<file path="config.mk">
export PLATFORM = sky130hd
export DESIGN_NAME = eim8x8_seq
export DESIGN_NICKNAME = d
export VERILOG_FILES = /design/src/rtl/eim_seq_pkg.sv /design/src/rtl/EIM4x4.sv /design/src/rtl/eim8x8_seq.sv
export SDC_FILE = /design/constraint.sdc
export NUM_CORES = 1
export LEC_CHECK = 0
export CAP_MARGIN = 20
export CORE_AREA = 2 2 81 83
export CTS_BUF_LIST = sky130_fd_sc_hd__clkbuf_16
export DETAILED_ROUTE_END_ITERATION = 7
export DIE_AREA = 0 0 83 85
export DONT_BUFFER_PORTS = 1
export PLACE_DENSITY_LB_ADDON = 0.3
export SETUP_SLACK_MARGIN = 0.05
export SLEW_MARGIN = 20
export SYNTH_ARGS = -nofsm -noshare
export SYNTH_HDL_FRONTEND = slang
export SYNTH_SLANG_ARGS = --single-unit
</file>
<file path="constraint.sdc">
create_clock -name clk -period 16.7 [get_ports clk]
set_input_delay 0.835 -clock clk [delete_from_list [all_inputs] [get_ports clk]]
set_output_delay 0.835 -clock clk [all_outputs]
set_load 0.01 [all_outputs]
</file>
<file path="src/rtl/eim_seq_pkg.sv">
// Shared types and constants for the time-multiplexed 8x8 EIM sequencer.
package eim_seq_pkg;

   typedef enum logic [1:0] {
      ST_IDLE = 2'd0,
      ST_MUL  = 2'd1,
      ST_DONE = 2'd2
   } eim_state_e;

   localparam int EIM_SEQ_STEPS = 4;
   localparam int EIM_SEQ_WIDTH = 8;
   localparam int EIM_SEQ_HALF  = EIM_SEQ_WIDTH / 2;

   localparam logic [3:0] EIM_SEQ_SH_LL = 4'd0;
   localparam logic [3:0] EIM_SEQ_SH_HL = 4'd4;
   localparam logic [3:0] EIM_SEQ_SH_LH = 4'd4;
   localparam logic [3:0] EIM_SEQ_SH_HH = 4'd8;

   // Alignment of the nibble product accumulated at a given step.
   function automatic logic [3:0] eim_seq_shift(input logic [1:0] step);
      case (step)
         2'd0:    return EIM_SEQ_SH_LL;
         2'd1:    return EIM_SEQ_SH_HL;
         2'd2:    return EIM_SEQ_SH_LH;
         2'd3:    return EIM_SEQ_SH_HH;
         default: return EIM_SEQ_SH_LL;
      endcase
   endfunction

endpackage

</file>
<file path="src/rtl/EIM4x4.sv">
// 4x4 unsigned partial-product multiplier shared by the 8x8 sequencer.
module EIM4x4 (
   input  logic [3:0] a,
   input  logic [3:0] b,
   output logic [7:0] p
);

   assign p = {4'b0000, a} * {4'b0000, b};

endmodule

</file>
<file path="src/rtl/eim8x8_seq.sv">
// 8x8 multiplier stepping four nibble products through one EIM4x4.
// Optional: define EIM_SEQ_ZERO_SKIP_EN to short-cut zero operands straight to DONE.
module eim8x8_seq
   import eim_seq_pkg::*;
#(
   parameter int WIDTH = 8
) (
   input  logic                 clk,
   input  logic                 rst_n,
   input  logic                 in_valid,
   output logic                 in_ready,
   input  logic [WIDTH-1:0]     in_a,
   input  logic [WIDTH-1:0]     in_b,
   output logic                 out_valid,
   input  logic                 out_ready,
   output logic [2*WIDTH-1:0]   out_r,
   output logic                 busy
);

   localparam int HALF = EIM_SEQ_HALF;

   eim_state_e             state_r;
   eim_state_e             state_nxt_s;
   logic [1:0]             step_r;
   logic [WIDTH-1:0]       a_r;
   logic [WIDTH-1:0]       b_r;
   logic [2*WIDTH-1:0]     acc_r;
   logic [HALF-1:0]        nib_a_s;
   logic [HALF-1:0]        nib_b_s;
   logic [WIDTH-1:0]       prod_s;
   logic [2*WIDTH-1:0]     addend_s;
   logic                   last_step_s;
   logic                   zero_s;

`ifdef EIM_SEQ_ZERO_SKIP_EN
   assign zero_s = (in_a == {WIDTH{1'b0}}) || (in_b == {WIDTH{1'b0}});
`else
   assign zero_s = 1'b0;
`endif

   assign last_step_s = (step_r == 2'(EIM_SEQ_STEPS - 1));

   // Nibble selection for the shared multiplier, indexed by step.
   always_comb begin
      nib_a_s = a_r[HALF-1:0];
      nib_b_s = b_r[HALF-1:0];
      case (step_r)
         2'd0: begin nib_a_s = a_r[HALF-1:0];     nib_b_s = b_r[HALF-1:0];     end
         2'd1: begin nib_a_s = a_r[WIDTH-1:HALF]; nib_b_s = b_r[HALF-1:0];     end
         2'd2: begin nib_a_s = a_r[HALF-1:0];     nib_b_s = b_r[WIDTH-1:HALF]; end
         2'd3: begin nib_a_s = a_r[WIDTH-1:HALF]; nib_b_s = b_r[WIDTH-1:HALF]; end
         default: begin nib_a_s = a_r[HALF-1:0];  nib_b_s = b_r[HALF-1:0];     end
      endcase
   end

   EIM4x4 u_eim4x4 (
      .a (nib_a_s),
      .b (nib_b_s),
      .p (prod_s)
   );

   assign addend_s = {{WIDTH{1'b0}}, prod_s} << eim_seq_shift(step_r);

   // State register.
   always_ff @(posedge clk or negedge rst_n) begin
      if (!rst_n) begin
         state_r <= ST_IDLE;
      end else begin
         state_r <= state_nxt_s;
      end
   end

   // Next-state decode.
   always_comb begin
      state_nxt_s = state_r;
      case (state_r)
         ST_IDLE: begin
            if (in_valid) begin
               state_nxt_s = zero_s ? ST_DONE : ST_MUL;
            end else begin
               state_nxt_s = ST_IDLE;
            end
         end
         ST_MUL: begin
            if (last_step_s) begin
               state_nxt_s = ST_DONE;
            end else begin
               state_nxt_s = ST_MUL;
            end
         end
         ST_DONE: begin
            if (out_ready) begin
               state_nxt_s = ST_IDLE;
            end else begin
               state_nxt_s = ST_DONE;
            end
         end
         default: state_nxt_s = ST_IDLE;
      endcase
   end

   // Handshake outputs decoded purely from the registered state.
   always_comb begin
      in_ready  = 1'b0;
      out_valid = 1'b0;
      busy      = 1'b1;
      case (state_r)
         ST_IDLE: begin in_ready = 1'b1; out_valid = 1'b0; busy = 1'b0; end
         ST_MUL:  begin in_ready = 1'b0; out_valid = 1'b0; busy = 1'b1; end
         ST_DONE: begin in_ready = 1'b0; out_valid = 1'b1; busy = 1'b1; end
         default: begin in_ready = 1'b0; out_valid = 1'b0; busy = 1'b1; end
      endcase
   end

   // Operand capture, step counter and modulo-2^16 accumulation.
   always_ff @(posedge clk or negedge rst_n) begin
      if (!rst_n) begin
         step_r <= 2'd0;
         a_r    <= {WIDTH{1'b0}};
         b_r    <= {WIDTH{1'b0}};
         acc_r  <= {(2*WIDTH){1'b0}};
      end else begin
         case (state_r)
            ST_IDLE: begin
               if (in_valid) begin
                  a_r    <= in_a;
                  b_r    <= in_b;
                  acc_r  <= {(2*WIDTH){1'b0}};
                  step_r <= 2'd0;
               end
            end
            ST_MUL: begin
               acc_r  <= acc_r + addend_s;
               step_r <= step_r + 2'd1;
            end
            default: acc_r <= acc_r;
         endcase
      end
   end

   assign out_r = acc_r;

endmodule

</file>
# Yosys cells after proc, flatten, opt, wreduce, memory -nomap -nowiden

Cells that the tools add are included.

Eq/ne operators: 6
Reductions and logical operators: 10
Shifts and indexed selects: 1
Multiplexer cells: 14
Multipliers: 1
Add/sub/neg operators: 2

Operators by type and width:

| operator            | number |
|---|---|
| $pmux 16 s2         | 1 |
| $add 16x16->16      | 1 |
| $mux 16             | 1 |
| $pmux 4 s2          | 2 |
| $shl 8x4->16        | 1 |
| $pmux 4 s3          | 1 |
| $reduce_or 2->1     | 5 |
| $mul 4x4->8         | 1 |
| $eq 2x2->1 const B  | 3 |
| $mux 2              | 3 |
| $pmux 2 s3          | 1 |
| $eq 2x1->1 const B  | 2 |
| $logic_not 2->1     | 2 |
| $mux 1              | 4 |
| $pmux 2 s2          | 1 |
| $reduce_and 2->1    | 2 |
| $add 2x1->2 const B | 1 |
| $ne 2x2->1 const B  | 1 |
| $reduce_bool 2->1   | 1 |

Logic and storage cells: 39
Register bits: 36
Input bits: 20
Output and inout bits: 19

# Logic depth before layout (Yosys ltp)

Gate-level depths: netlist of run 1.

Depth after elaboration: 7
Mapped depth: 24
Gate-level depth less buffers: 24

# Cells and area by module

A second synthesis of run 1 with hierarchy kept.

Cell total of the unflattened synthesis: 296
Area total of the unflattened synthesis: 2840.2 µm²

Modules (own cells, without submodules):

| module     | area each (µm²) | cells each | sequential area each (µm²) | instances |
|---|---|---|---|---|
| eim8x8_seq | 2376.0          | 245        | 900.9                      | 1 |
| EIM4x4     | 464.2           | 51         | 0.0                        | 1 |

# Least setup slack after synthesis of run 1

OpenSTA, ideal clock, no wires.

Kind: flip-flop to flip-flop
Start point: register step_r[0]
End point: register acc_r[15], in the netlist out_r[15]
Library setup time: 0.074 ns
Data required time: 16.626 ns
Stages on the path, launching flop included: 22
Path buffers: 0
Period minus slack after synthesis: 5.363 ns
Setup slack: 11.337 ns
Arrival: 5.288 ns
Cell sequence: dfrtp_1 > ha_1 > nor2_1 > mux2i_1 > or2_2 > fa_1 > inv_1 > fa_1 > ha_1 > a21o_2 > a2111oi_4 > xnor2_1 > nor2_1 > nor3b_1 > ha_1 > o21ai_0 > o21ai_1 > a21oi_4 > a31oi_1 > xor2_1 > or3_2 > o21ai_2

Word-level cells in the longest chain between the ends: 7
Elaborated cells on any way between the ends: 16
Those cells by class: 1 x add/sub; 1 x mul; 3 x eq/ne; 1 x shift; 4 x mux; 6 x reduce/logical

Ends and longest elaborated chain:

| what                               | RTL line                            | RTL |
|---|---|---|
| start, declared                    | eim8x8_seq.sv:24                    | `logic [1:0] step_r;` |
| start signal, assigned             | eim8x8_seq.sv:134                   | `step_r <= step_r + 2'd1;` |
| $eq 2x2->1 (tied with other cells) | eim_seq_pkg.sv:21, eim8x8_seq.sv:47 |  |
| $reduce_or 2->1 (no source line)   | --                                  |  |
| $pmux 4 s2                         | eim8x8_seq.sv:47                    | `case (step_r)` |
| $mul 4x4->8                        | EIM4x4.sv:8                         | `assign p = {4'b0000, a} * {4'b0000, b};` |
| $shl 8x4->16 *                     | eim8x8_seq.sv:62                    | `assign addend_s = {{WIDTH{1'b0}}, prod_s} << eim_seq_shift(step_r);` |
| $add 16x16->16 *                   | eim8x8_seq.sv:133                   | `acc_r <= acc_r + addend_s;` |
| $pmux 16 s2 *                      | eim8x8_seq.sv:123                   | `case (state_r)` |
| end signal, assigned               | eim8x8_seq.sv:128                   | `acc_r <= {(2*WIDTH){1'b0}};` |
| end signal, assigned               | eim8x8_seq.sv:133                   |  |
| end signal, assigned               | eim8x8_seq.sv:136                   | `default: acc_r <= acc_r;` |
| end, declared                      | eim8x8_seq.sv:27                    | `logic [2*WIDTH-1:0] acc_r;` |

Mark *: on every way between the ends. The rest lies on a longest branch, timed or not. The select of a mux whose other input is x is not followed.
A chain may end at the register's enable or synchronous reset.

# Worst setup path in the final report of run 1

Start point: register step_r[0]
End point: register acc_r[14], in the netlist out_r[14]

Same word-level chain as after synthesis.

==> results of run 1 <==
==> registers in the layout, indices dropped and copies added, names as in the netlist <==
signal   count
step_r       2
state_r      2
b_r          8
a_r          8
out_r       16
==> per-layer routing <==
metal	vias to the layer above	track usage (%)	part of all wire (%)
li1	1028	-	-
met1	977	21.74	46
met2	43	28.89	48
met3	6	3.891	4.4
met4	0	5.216	1.1
met5	-	0	0
==> worst max path at each step <==
stage	startpoint	end	slack, ns	cells past startpoint
floorplan	step_r[0]	out_r[15]	11.34	21
global placement	step_r[0]	out_r[15]	10.72	21
detailed placement	step_r[0]	out_r[14]	10.64	21
CTS	step_r[0]	out_r[14]	10.63	21
global route	step_r[0]	out_r[14]	10.24	21
finish	step_r[0]	out_r[14]	10.66	21
==> layout make-up <==
cell class	count	share of cell area [%]
Sequential cell	36	29.83
Clock inverter	3	1.408
Multi-Input combinational cell	230	59.07
Tap cell	77	3.190
Clock buffer	5	4.142
Inverter	19	2.361
==> placed cells by master (no fill, tap or decap), types with 5 or more instances in the layout <==
master,n
nand2_1,25
inv_1,19
ha_1,31
nor2_1,34
fa_1,5
a21oi_1,13
mux2i_1,10
xnor2_1,9
clkbuf_16,5
o21bai_1,5
dfrtp_1,36
nor2b_1,5
a21o_1,6
xor2_1,7
mux2_2,16
o22ai_1,9
o21ai_0,14
==> kinds of logic (layout without fill, tap and decap cells) <==
group           Yosys count  in the layout  synth area share [%]
simple gates             82             82                 13.25
flops                    36             36                 32.11
mux                      26             26                 9.991
buf+inv                  27             27                 4.282
xor+xnor                 16             16                 4.996
fa+ha+maj                36             36                 17.40
compound gates           70             70                 17.98
==> metrics by stage <==
| step | setup WS, ns | utilization, % | instance area (sq um) | cells | hold WS, ns |
|---|---|---|---|---|---|
| detailed placement | 10.64 | 45.98 | 2853 | 362 | 0.4947 |
| global route | 10.24 | 48.68 | 3020 | 370 | 0.2319 |
| floorplan | 11.34 | - | 2805 | 293 | 0.4800 |
| global placement | 10.72 | 45.98 | 2853 | 362 | 0.4889 |
| CTS | 10.63 | 48.68 | 3020 | 370 | 0.2373 |
| finish | 10.66 | 48.68 | 3020 | 370 | 0.2371 |
==> metrics.txt, run 1 <==
Post-Syn Area per Cell 9.574 sq um; Seq cells post-synth 36; die footprint 7055 sq um; Post-synth top cells dfrtp_1 (36), nor2_1 (34), ha_1 (31); Boundary Pins 39; Initial Utilization 45.21%; largest net degree at the start of global routing 37; # fillers 577; Final nets 348; CP most frequent cell ha_1; Final min period 6.044 ns; DRC 0; Crit Reg-Reg Endpoint out_r[14]; Reg area 900.9 sq um; number of global-route vias before repair 2,092; row count 29; critical path class register to register; FF-to-FF Start step_r[0]; final hold violation count 0; CTS tree yes; Setup violations, final 0; slowest CP cell fa_1; Synth area leaders dfrtp_1 (32%), ha_1 (14%), mux2_2 (6.4%); Core ar. 6205 sq um; Cells after Synth 293; CP arrival 6.18 ns; post-synth top area share 32.11%; Detailed Route WL 5.636 mm; cts hold-fix bufs 0; status finished clean; die extent in x 83 um; setup bufs post-CTS 0; Least-Margin Pin Slew 1.019 ns; Syn Std Cell Area 2805 sq um; Critical Path End Type register; clock transition at the registers of the reported paths 0.07 ns; Worst path top cell family by delay adder cells; Final HPWL DP 4.229 mm; Worst-Skew Late Latency 0.29 ns; syn_nets 349; Worst Reg-to-Reg Cells 21; reg2reg setup slack 10.66 ns; layout cell share with drive strength beyond 1 13.99%; GP Congestion 0.9394; cell taking the most area after synthesis dfrtp_1; sequential-to-total area share from yosys stat 32.11%; post-CTS sizing 0; Synth Flop Type dfrtp_1; Final Slew Violations 0; type of the tightest min-delay check input pin to async pin; Port Buffers 0; CP Launch Type register; cell with the most instances after synthesis dfrtp_1; footprint of the multi-input gates 1784 sq um; synth unique cells 46; Critical Path RT 16.83 ns; CP Max Fanout 6; Post-synth EDFFs 0; first-pass GRT wire length 9.749 mm; CTS Buffer Depth 2; vias per cell 5.551; Synth warnings 0; initial antenna violation count 0; gr ovfl total 0; Routed Antenna Nets 0; 1st-iter DRT viols 98; worst rel slew slack 32.06%; FMAX 0.1655 GHz; CTS HTree Levels 2; Layout Area Growth over Synthesis 7.672%; asr flop ratio synth 100.0%; unrepaired setup endpoints after global routing no; CP bufs+invs 1; maxcap violations 0; n_diodes 0; Root Buffer clkbuf_16; cts bufs inserted 5; drt first pass iters 4; gr usage total 17.02%; crit-path max cell delay 0.53 ns; wire per inst 15.23 um; clk sink count 36; clk_skew 0.009704 ns; TNS Setup 0 ns; part of the cycle the worst path needs 36.19%; Die Height 85 um; CP Cell Sequence ha_1, nor2_1, mux2i_1, or2_2, fa_1, inv_1, fa_1, ha_1, a21o_2, a2111oi_4, xnor2_1, nor2_1, nor3b_1, ha_1, o21ai_0, o21ai_1, nor3_1, nor3_1, a211oi_2, xor2_1, o22ai_1; DR vias 2,054
Power of run 1 is left out: the tool's default activity adds up to more than one toggle a clock period on the data nets, which glitch-free logic cannot reach.
==> inputs of run 2 (changes only) <==
clock period = 4.9 ns   (was 16.7 ns; I/O delays follow)
==> run 2 against run 1 <==
Effect of this change: the flow now finishes with violations (setup timing); maximum frequency grew 18%; hold slack lost 0.13 ns; first-iteration DRC count shrank 6.1%; die area is the same; utilization grew 9.1 points; register-to-register slack lost 11 ns; largest cell class unchanged; highest routed layer unchanged.
==> metrics.txt, run 2 (same netlist as run 1, synthesis figures left out) <==
status finished with violations; failing checks setup timing; GP Congestion 0.8589 (-8.6%); CP Max Fanout 4 (-2); CTS Buffer Depth 2 (unchanged); crit-path max cell delay 0.57 ns (+0.04 ns); Final nets 394 (+13%); Root Buffer clkbuf_16; Core ar. 6205 sq um (unchanged); clock transition at the registers of the reported paths 0.06 ns (about the same); critical path class register to register; die footprint 7055 sq um (unchanged); # fillers 535 (-7.3%); TNS Setup -0.6878 ns (-0.6878 ns); unrepaired setup endpoints after global routing yes; Final min period 5.104 ns (-0.9393 ns); gr ovfl total 0 (unchanged); final hold violation count 0 (unchanged); Die Height 85 um (unchanged); most common cell after layout, fill and taps aside buf_4; largest net degree at the start of global routing 37 (unchanged); type of the tightest min-delay check input pin to register; Final Slew Violations 0 (unchanged); gr usage total 18.66% (+1.6 points); final worst slack -0.2044 ns (-10.86 ns); layout cell share with drive strength beyond 1 37.17% (+23 points); 1st-iter DRT viols 92 (-6.1%); Boundary Pins 39 (unchanged); Final HPWL DP 4.618 mm (+9.2%); Reg area 903.4 sq um (+0.28%); Critical Path RT 5.12 ns (-11.71 ns); Critical Path End Type register; die extent in x 83 um (unchanged); maxcap violations 0 (unchanged); vias per cell 5.457 (-1.7%); n_diodes 0 (unchanged); Setup violations, final 7 (+7); worst rel slew slack 56.32% (+24 points); first-pass GRT wire length 10.76 mm (+10%); number of global-route vias before repair 2,266 (+8.3%); clk_skew 0.005542 ns (-0.004163 ns); CP arrival 5.32 ns (-0.86 ns); FMAX 0.1959 GHz (+18%); Layout Area Growth over Synthesis 27.79%; leading cell types in the layout, fill and taps excluded buf_4 (41), dfrtp_1 (34), nor2_1 (30); CP Cell Sequence inv_2, ha_4, nor2_4, mux2i_2, or2_4, fa_1, inv_2, fa_1, ha_1, a21o_2, a2111oi_4, xnor2_2, nor2_1, nor3b_2, ha_1, o21ai_2, o21ai_2, a21oi_4, a31oi_4, xor2_1, or3_4, o21ai_2; row count 29 (unchanged); part of the cycle the worst path needs 104.2% (+68 points); CTS HTree Levels 2 (unchanged); DR vias 2,270 (+11%); initial antenna violation count 0 (unchanged); Port Buffers 0 (unchanged); Detailed Route WL 6.404 mm (+14%); DRC 0 (unchanged); flip-flop count of the largest register after layout 16 (unchanged); Least-Margin Pin Slew 0.6527 ns (-0.3663 ns); clk sink count 36 (unchanged); CP Launch Type register; cts bufs inserted 5 (unchanged); Initial Utilization 45.21% (unchanged); wire per inst 15.39 um (+1.1%); CP most frequent cell o21ai_2; Routed Antenna Nets 0 (unchanged); drt first pass iters 7 (+3); slowest CP cell fa_1; Worst-Skew Late Latency 0.29 ns (about the same); footprint of the multi-input gates 1998 sq um (+12%); CTS tree yes
==> run 2: worst max-delay path, delay by kind of cell (launching register included) <==
kind	cells	cell delay (ns)
fa+ha+maj	5	1.79
simple gates	5	1.03
mux	1	0.10
flops	1	0.42
buf+inv	2	0.11
compound gates	7	1.24
xor+xnor	2	0.35
==> run 2: stage by stage <==
| step | cells | cell area, sq um | hold WS (ns) | setup slack, ns | util [%] |
|---|---|---|---|---|---|
| 2_1_floorplan | 293 | 2895 | -0.05059 | -0.03663 | - |
| 6_report | 416 | 3585 | 0.1054 | -0.2044 | 57.77 |
| 5_1_grt | 416 | 3585 | 0.1056 | -0.4020 | 57.77 |
| 3_5_place_dp | 393 | 3176 | -0.04980 | -0.3379 | 51.18 |
| 4_1_cts | 412 | 3498 | 0.1062 | -0.1841 | 56.38 |
| 3_3_place_gp | 393 | 3176 | -0.04966 | -0.2235 | 51.18 |
==> run 2: cell type report <==
type                            count  share of cell area, %
Clock buffer                        5                  3.490
Clock inverter                      3                 0.5236
Inverter                           19                  1.990
Multi-Input combinational cell    230                  55.74
Sequential cell                    36                  25.20
Tap cell                           77                  2.688
Timing Repair Buffer               46                  10.37
==> run 2: what timing repair did <==
item / in CTS / in global routing
hold buffers: 2 / 0
endpoints found under the setup margin: 8 / 10
setup buffers: 9 / 4
gates resized for setup: 22 / 12
pin swaps: 30 / 16
hold endpoints to repair: 36 / 0
==> run 2: worst paths after layout <==
check                           from   endpoint  slack, ns  cells after the start
max                        step_r[1]  out_r[15]      -0.20                     22
min                          in_a[0]     a_r[0]       0.11                      1
max reg2reg                step_r[1]  out_r[15]      -0.20                     22
min reg2reg                   a_r[3]     a_r[3]       0.51                      1
max in group asynchronous      rst_n  step_r[1]       4.30                      2
min in group asynchronous      rst_n   out_r[4]       0.41                      2
==> run 2: metal layers <==
layer | part of all wire, % | vias up | global-route usage [%]
met3 | 4.1 | 11 | 3.599
met5 | 0 | - | 0
li1 | - | 1117 | -
met1 | 46 | 1094 | 24.80
met2 | 48 | 48 | 30.57
met4 | 2.0 | 0 | 6.557
Power of run 2 is left out for the same reason.
==> inputs of run 3 (changes only) <==
ABC_AREA = 1   (was not set)
CORE_AREA = 2 2 82 84   (was 2 2 81 83)
DIE_AREA = 0 0 84 86   (was 0 0 83 85)
PLACE_DENSITY_LB_ADDON = not set   (was 0.3)
SLEW_MARGIN = not set   (was 20)
==> run 3 against run 2 <==
Effect of this change: the flow now finishes without violations; synthesized cell count grew 27%; cell area down 9.6%; clock skew is 0.0015 ns higher; area after synthesis is 3.3% higher; wire length increased by 3.5%; via count rose by 8.0%; register-to-register slack better by 0.58 ns; utilization fell by 6.1 points; first-iteration DRC count decreased by 13%; non-clock buffer count is 40 lower; count of clock-buffer cells in the layout unchanged; critical path type unchanged; critical endpoint is now out_r[13].
==> metrics.txt, run 3 <==
status finished clean; GP Congestion 0.9143 (+6.5%); Setup violations, final 0 (-7); worst setup path end out_r[13]; CP most frequent cell nand2_1; Critical Path End Type register; Synth warnings 0 (unchanged); largest net degree at the start of global routing 37 (unchanged); cell with the most instances after synthesis nand2_1; wire per inst 14.54 um (-5.6%); CP Cell Sequence ha_4, nor2_4, nand2_2, o21ai_2, nand2_1, fa_1, inv_1, fa_1, inv_1, fa_2, o21ai_2, xnor2_2, nand2_1, o21ai_2, nor2_1, ha_1, a21o_1, nand2_1, a21oi_1, nor3_1, nand2_1, a21oi_1, o21ai_1, nand2_1; sequential-to-total area share from yosys stat 31.07% (-1.0 points); TNS Setup 0 ns (+0.6878 ns); leading cell types in the layout, fill and taps excluded nand2_1 (76), nor2_1 (41), inv_1 (40); Least-Margin Pin Slew 0.4623 ns (-0.1904 ns); Final HPWL DP 5.213 mm (+13%); Post-synth top cells nand2_1 (77), nor2_1 (41), inv_1 (39); hold_ws 0.06899 ns (-0.03637 ns); Top Metal Used met4; maxcap violations 0 (unchanged); Critical Path RT 5.11 ns (about the same); Layout Cells excl Fill 456 (+9.6%); most common cell after layout, fill and taps aside nand2_1; Boundary Pins 39 (unchanged); worst min-delay path startpoint out_ready; Routed Antenna Nets 0 (unchanged); Worst-Skew Late Latency 0.28 ns (about the same); die footprint 7224 sq um (+2.4%); syn_nets 427 (+22%); slowest CP cell fa_1; clock transition at the registers of the reported paths 0.06 ns (about the same); WL met2 3.273 mm (+6.9%); Cells after Synth 371 (+27%); die extent in x 84 um (+1.2%); initial antenna violation count 0 (unchanged); n_diodes 0 (unchanged); CTS Buffer Depth 2 (unchanged); placed cell count 443 (+13%); unrepaired setup endpoints after global routing yes; CP Max Fanout 7 (+3); Synth area leaders dfrtp_1 (31%), ha_1 (13%), nand2_1 (10%); Port Buffers 0 (unchanged); gr ovfl total 0 (unchanged); part of the cycle the worst path needs 92.25% (-12 points); critical path class register to register; Layout Area Growth over Synthesis 11.78%; type of the tightest min-delay check input pin to register; synth unique cells 43 (-6.5%); worst rel slew slack 69.18% (+13 points); Post-synth EDFFs 0 (unchanged); final hold violation count 0 (unchanged); worst setup path startpoint step_r[1]; reg2reg setup slack 0.38 ns (+0.58 ns); Worst Reg-to-Reg Cells 24 (+9.1%); DR vias 2,452 (+8.0%); met1 wire length 2.946 mm (-0.20%); post-synth top area share 31.07% (-1.0 points); CP arrival 4.73 ns (-0.59 ns); Final min period 4.520 ns (-0.5841 ns); Final Slew Violations 0 (unchanged); CTS tree yes; Post-Syn Area per Cell 7.814 sq um (-18%); drt first pass iters 4 (-3); DRC 0 (unchanged); FMAX 0.2212 GHz (+13%); Seq cells post-synth 36 (unchanged); cts bufs inserted 5 (unchanged); # fillers 594 (+11%); row count 29 (unchanged); Initial Utilization 46.18% (+0.97 points); asr flop ratio synth 100.0% (unchanged); Detailed Route WL 6.630 mm (+3.5%); Final nets 434 (+10%); vias per cell 5.377 (-1.5%); Syn Std Cell Area 2899 sq um (+3.3%); number of global-route vias before repair 2,450 (+8.1%); crit-path max cell delay 0.54 ns (-0.03 ns); Crit Reg-Reg Endpoint out_r[13]; Die Height 86 um (+1.2%); cell taking the most area after synthesis dfrtp_1; layout cell share with drive strength beyond 1 15.04% (-22 points); gr usage total 19.29% (+0.63 points); CTS HTree Levels 2 (unchanged); flip-flop count of the largest register after layout 16 (unchanged); post-route cell area 3241 sq um (-9.6%); Root Buffer clkbuf_16; Placed Area 2965 sq um (-6.6%); 1st-iter DRT viols 80 (-13%); Met3 Wirelength 258 um (-1.1%); first-pass GRT wire length 11.26 mm (+4.7%); CP Launch Type register; Core ar. 6277 sq um (+1.2%); Synth Flop Type dfrtp_1; clk sink count 36 (unchanged); FF-to-FF Start step_r[1]; clk_skew 0.007014 ns (+0.001472 ns)
[run 3: cell count changes after synthesis, moves of 6 or more]
cell     before  now
nand2_1      25   77
inv_1        19   39
nand3_1       0   14
a21oi_1      13   26
mux2_2       16    3
o21ai_1       2   14
inv_2         0    7
mux2_1        0    7
mux2i_1      10    3
nor2_1       34   41
o22ai_1       9    3
xnor2_1       9    3
[run 3: timing repair]
action / 4_1_cts / 5_1_grt
endpoints found under the setup margin: 3 / 11
hold buffers: 2 / 0
setup buffers: 0 / 3
gates resized for setup: 2 / 23
hold endpoints to repair: 36 / 0
pin swaps: 0 / 11
[run 3: how the worst min path moves through the flow]
stage / end / slack, ns / cells past startpoint
after floorplan: a_r[0] / -0.05 / 0
after CTS: state_r[1] / 0.07 / 1
after global routing: state_r[1] / 0.08 / 1
after global placement: out_r[6] / -0.05 / 0
final: state_r[1] / 0.07 / 1
after detailed placement: out_r[6] / -0.05 / 0
[run 3: per-layer routing]
layer / global-route usage (%) / up-vias
met1: 23.01 / 1131
met5: 0 / -
met4: 7.771 / 0
met2: 34.76 / 57
li1: - / 1250
met3: 3.080 / 14
[run 3: layout make-up]
type	count	area, sq um	area share, %
Clock inverter	3	16.27	0.5019
Sequential cell	36	903.4	27.88
Multi-Input combinational cell	282	1863	57.49
Timing Repair Buffer	6	60.06	1.853
Inverter	47	176.4	5.444
Tap cell	77	96.34	2.973
Clock buffer	5	125.1	3.861
[run 3: stage by stage]
| stage | setup slack [ns] | utilization [%] |
|---|---|---|
| after global placement | 0.03596 | 47.24 |
| after detailed placement | 0.01412 | 47.24 |
| after CTS | 0.05224 | 50.13 |
| after global routing | -0.001110 | 51.62 |
| after floorplan | 0.5160 | - |
| final | 0.3796 | 51.62 |
[run 3: cells by family (layout without fill, tap and decap cells)]
group | count (synthesis) | in the layout | share of synthesized area (%)
buffers and inverters | 53 | 61 | 7.380
XOR/XNOR | 5 | 5 | 1.511
AO/OA/AOI/OAI | 72 | 72 | 14.46
flip-flops | 36 | 36 | 31.07
AND/OR/NAND/NOR | 156 | 156 | 23.82
multiplexers | 13 | 13 | 4.920
adder cells (fa/ha/maj) | 36 | 36 | 16.83
[run 3: critical path, delay by kind of cell (launching register included)]
kind,cells,cell delay (ns)
flops,1,0.45
buf+inv,2,0.11
xor+xnor,1,0.14
fa+ha+maj,5,1.99
compound gates,7,0.76
simple gates,9,0.96
Power of run 3 is left out for the same reason.
